`config.mk`:
```
export PLATFORM = sky130hd
export DESIGN_NAME = mcycle_unit
export DESIGN_NICKNAME = d
export VERILOG_FILES = /design/src/rtl/mcycle_unit_pkg.sv /design/src/rtl/mcycle_unit.sv
export SDC_FILE = /design/constraint.sdc
export NUM_CORES = 1
export LEC_CHECK = 0
export CORE_AREA = 2 2 149 151
export DETAILED_ROUTE_END_ITERATION = 10
export DIE_AREA = 0 0 151 153
export HOLD_SLACK_MARGIN = 0.15
export MAX_ROUTING_LAYER = met4
export PLACE_DENSITY_LB_ADDON = 0.1
export RECOVER_POWER = 25
export SLEW_MARGIN = 20
export SYNTH_ARGS = -nofsm -noshare
export SYNTH_HDL_FRONTEND = slang
export SYNTH_SLANG_ARGS = --single-unit
```
`constraint.sdc`:
```
create_clock -name CLK -period 16.19 [get_ports CLK]
set_clock_uncertainty 0.1 [all_clocks]
set_input_delay 1.619 -clock CLK [delete_from_list [all_inputs] [get_ports CLK]]
set_output_delay 1.619 -clock CLK [all_outputs]
set_load 0.01 [all_outputs]
```
`src/rtl/mcycle_unit_pkg.sv`:
```
// mcycle_unit_pkg: shared op encodings and FSM state type for the multi-cycle unit
package mcycle_unit_pkg;

   typedef enum logic [1:0] {
      MCOP_NONE = 2'b00,
      MCOP_MUL  = 2'b01,
      MCOP_DIV  = 2'b10
   } mcop_t;

   typedef enum logic [1:0] {
      IDLE      = 2'b00,
      COMPUTING = 2'b01,
      DONE      = 2'b10
   } state_t;

   function automatic logic mcop_valid(input logic [1:0] op);
      return op == MCOP_MUL || op == MCOP_DIV;
   endfunction

endpackage

```
`src/rtl/mcycle_unit.sv`:
```
// mcycle_unit: iterative unsigned multiply/divide sharing one shift register and one adder
module mcycle_unit
   import mcycle_unit_pkg::*;
#(
   parameter int WIDTH = 32
) (
   input  logic             CLK,
   input  logic             RESET,
   input  logic             Start,
   input  logic [1:0]       MCOp,
   input  logic [WIDTH-1:0] Operand1,
   input  logic [WIDTH-1:0] Operand2,
   output logic [WIDTH-1:0] Result1,
   output logic [WIDTH-1:0] Result2,
   output logic             Busy
);

   localparam int CW = $clog2(WIDTH);

   state_t             state;
   logic [CW-1:0]      cnt;
   logic               op_div;
   logic [WIDTH-1:0]   b;
   logic [2*WIDTH-1:0] acc;
   logic [2*WIDTH-1:0] acc_nxt;
   logic [WIDTH:0]     rem;
   logic [WIDTH:0]     sum;

   assign Busy = (state == IDLE && Start && mcop_valid(MCOp)) || state == COMPUTING;

   // divide: partial remainder with the next dividend bit shifted in
   assign rem = {acc[2*WIDTH-1:WIDTH], acc[WIDTH-1]};

   // one adder/subtractor: add multiplicand to the high word, or trial-subtract the divisor
   assign sum = op_div ? rem - {1'b0, b} : {1'b0, acc[2*WIDTH-1:WIDTH]} + {1'b0, b};

   // next accumulator: shift right with conditional add, or shift left with restoring subtract
   always_comb begin
      acc_nxt = op_div ? (sum[WIDTH] ? {rem[WIDTH-1:0], acc[WIDTH-2:0], 1'b0}
                                     : {sum[WIDTH-1:0], acc[WIDTH-2:0], 1'b1})
                       : (acc[0] ? {sum, acc[WIDTH-1:1]} : {1'b0, acc[2*WIDTH-1:1]});
   end

   // control FSM, operand latch, iteration and result registers
   always_ff @(posedge CLK or posedge RESET) begin
      if (RESET) begin
         state   <= IDLE;
         cnt     <= '0;
         op_div  <= 1'b0;
         b       <= '0;
         acc     <= '0;
         Result1 <= '0;
         Result2 <= '0;
      end else begin
         case (state)
            IDLE: begin
               if (Start && mcop_valid(MCOp)) begin
                  state  <= COMPUTING;
                  cnt    <= '0;
                  op_div <= MCOp == MCOP_DIV;
                  b      <= Operand2;
                  acc    <= {{WIDTH{1'b0}}, Operand1};
               end
            end
            COMPUTING: begin
               acc <= acc_nxt;
               cnt <= cnt + 1'b1;
               if (cnt == CW'(WIDTH - 1)) begin
                  state              <= DONE;
                  {Result2, Result1} <= acc_nxt;
               end
            end
            default: state <= IDLE;
         endcase
      end
   end

endmodule

```
==> summary.md <==
| Metric | Value |
|---|---|
| Crit share post-route | 34.14% |
| Hold Crit Depth | 2 |
| Crit path launch | state[0] |
| Number of antenna violations at the first check in global routing | 0 |
| Final hold vios | 0 |
| Clock Latency Late Sink | 0.44 ns |
| Die W | 151 µm |
| Count of flip-flops with a built-in enable after synthesis | 0 |
| Synth Instances | ~1.2k |
| Async set or reset register ratio after synthesis | 100.0% |
| WHS Endpoint | Result1[16] |
| Largest net degree at the start of global routing | 109 |
| Distinct cell type count after synthesis | between 70 and 80 |
| GRT Residual Overflow | 0 |
| Hold_sp | Result1[16] |
| Setup_tns | 0 ns |
| Post-synthesis sequential area ratio | 38.44% |
| Slew margin rel. | -199.2% |
| Place WS | 10.73 ns |
| Synth warn | 0 |
| Failing checks | capacitance limit, slew limit |
| Max Freq | 180.9 MHz |
| Pre-antenna DRT Iters | 6 |
| Min-delay worst type | flop to flop |
| Vias per inst | between 5 and 6 |
| Maxcap violations | 2 |
| RSZ-0062 raised after global routing | no |
| Sink Count | 168 |
| Post-place instance area | between 10,000 and 15,000 µm² |
| Final ANT Viol Nets | 0 |
| Syn nets | 1,377 |
| Post-Syn Area | 10,940 µm² |
| Critical Path Fanout Max | 108 |
| Layout area overhead | 18.81% |
| Post-CTS setup buffers | 0 |
| Vias | 9,581 |
| WHS | 0.3724 ns |
| # DRC | 0 |
| R2r setup slk | 10.66 ns |
| Root Driver | clkbuf_16 |
| Post-Route WL | roughly 31 mm |
| RR Startpoint | state[0] |
| Resized Gates After CTS | 0 |
| Most frequent cells in the layout | nand2_1 (168), dfrtp_1 (167), clkdlybuf4s50_1 (123), o21ai_0 (110), nor2_1 (100) |
| Final setup vio count | 0 |
| Design Area, Final | ~13,000 µm² |
| CORE AREA | 21,490 µm² |
| GRT Total Usage | 28.66% |
| First DRT Iteration DRCs | around 640 |
| Die H | 153 µm |
| Inserted Clock Buffers | 17 |
| Die area | 23,100 µm² |
| Outcome | finished, violations left |
| Commonest non-fill, non-tap cell in the layout | nand2_1 |
| Minimum clock period | 5.528 ns |
| CP Capture Type | flop |
| Placement row count | 54 |
| Antenna cells | 0 |
| Post-CTS Hold Fix Bufs | 0 |
| Crit path DAT | roughly 5.6 ns |
| Element type at the critical path start | flop |
| Avg Cell Area, Syn | 8.835 µm² |
| Most used DFF post-synth | dfrtp_1 |
| Worst Path Required | 16.21 ns |
| Worst Max-Slew Pin Slew | 4.488 ns |
| First-pass GRT wire length | 50.60 mm |
| CTS tree | built |
| Nets | 1,471 |
| Worst flop-to-flop path endpoint | Result1[23] |
| Share of cells above drive strength 1 | between 5 and 6% |
| I/O pin cnt | 134 |
| Wirelength per Cell | between 15 and 20 µm |
| Clock transition at path regs | around 0.07 ns |
| Initial Utilization | 50.91% |
| Final slew viol count | 170 |
| R2r worst-path depth | 5 |
| #FFs+latches synth | 168 |
| Final worst slack | 10.66 ns |
| RePlAce Congestion | between 0.9 and 1 |
| CP Class | flop to flop |
| Max Root-Sink Buffers | 2 |
| Port Buf Inserts | 133 |
| Vias in the first global route | ~9.4k |
| H-tree depth | 4 |
| Hpwl dp | 22.00 mm |
## per-stage QoR
| step | util (%) | instances |
|---|---|---|
| finish | 60.48 | 1625 |
| global route | 60.48 | 1625 |
| CTS | 60.53 | 1625 |
| detailed placement | 57.96 | 1593 |
| global placement | 57.96 | 1593 |
| floorplan | - | 1238 |
## critical path, cell delays in order, from the launching register on
cell,delay (ns)
dfrtp_1,0.44
nor2b_1,0.22
clkbuf_1,0.50
nand2_4,0.22
clkbuf_1,3.15
o21ai_0,0.53
## logic make-up (layout without fill, tap and decap cells)
family                   Yosys count  after routing  share of synthesized area (%)
AO/OA/AOI/OAI                    409            409                          25.23
XOR/XNOR                          56             56                          4.553
multiplexers                      52             52                          4.850
flip-flops                       168            168                          38.44
buffers and inverters            119            226                          4.324
AND/OR/NAND/NOR                  364            364                          14.46
adder cells (fa/ha/maj)           70             70                          8.145
## how the worst max path moves through the flow
| stage | end | slack, ns | depth (start not counted) |
|---|---|---|---|
| after floorplan | Result1[0] | 9.92 | 1 |
| after global placement | Busy | 10.75 | 8 |
| after detailed placement | Busy | 10.73 | 8 |
| after CTS | Busy | 10.74 | 8 |
| after global routing | Result1[23] | 10.10 | 5 |
| final | Result1[23] | 10.66 | 5 |
## final cells by class
class | instances | area [µm²]
flip-flops and latches | 168 | 4208
clock buffers | 19 | 442.9
fillers | 1917 | 8491
clock inverters | 13 | 110.1
inverters | 49 | 185.2
multi-input cells | 951 | 6285
repair buffers | 145 | 1414
well taps | 280 | 350.3
## cells in the mapped netlist, drive strengths merged (3+ instances only)
cell type,count,area [µm²]
a211oi,23,177.7
a21o,34,255.2
a21oi,74,377.9
a221o,31,310.3
a22o,28,245.2
a22oi,4,30.03
a31o,4,35.03
a31oi,13,87.58
a32o,7,70.07
and2,5,33.78
and3,7,43.79
buf,14,77.57
clkbuf,56,211.5
dfrtp,168,4204
ha,68,850.8
inv,48,180.2
mux2,8,90.09
mux2i,44,440.4
nand2,169,634.4
nand2b,7,43.79
nand3,24,120.1
nand4,10,62.56
nor2,102,385.4
nor2b,17,106.4
nor3,8,40.04
nor4,6,37.54
o211ai,27,207.7
o21a,3,22.52
o21ai,127,646.9
o21bai,5,37.54
o31ai,10,80.07
xnor2,33,296.5
xor2,23,201.4
## state kept, by name (all words and copies together), names as in the netlist
name,flops
Result1,32
state,2
Result2,32
b,32
acc,64
op_div,1
cnt,5
## layer usage
layer / global-route usage (%) / up-vias / wire length [µm]
li1: - / 4687 / -
met1: 37.76 / 4548 / 14070
met2: 46.45 / 293 / 15170
met3: 4.179 / 53 / 1334
met4: 7.432 / 0 / 690
met5: - / - / 0
Power is left out: the tool's default activity adds up to more than one toggle a clock period on the data nets, which glitch-free logic cannot reach.
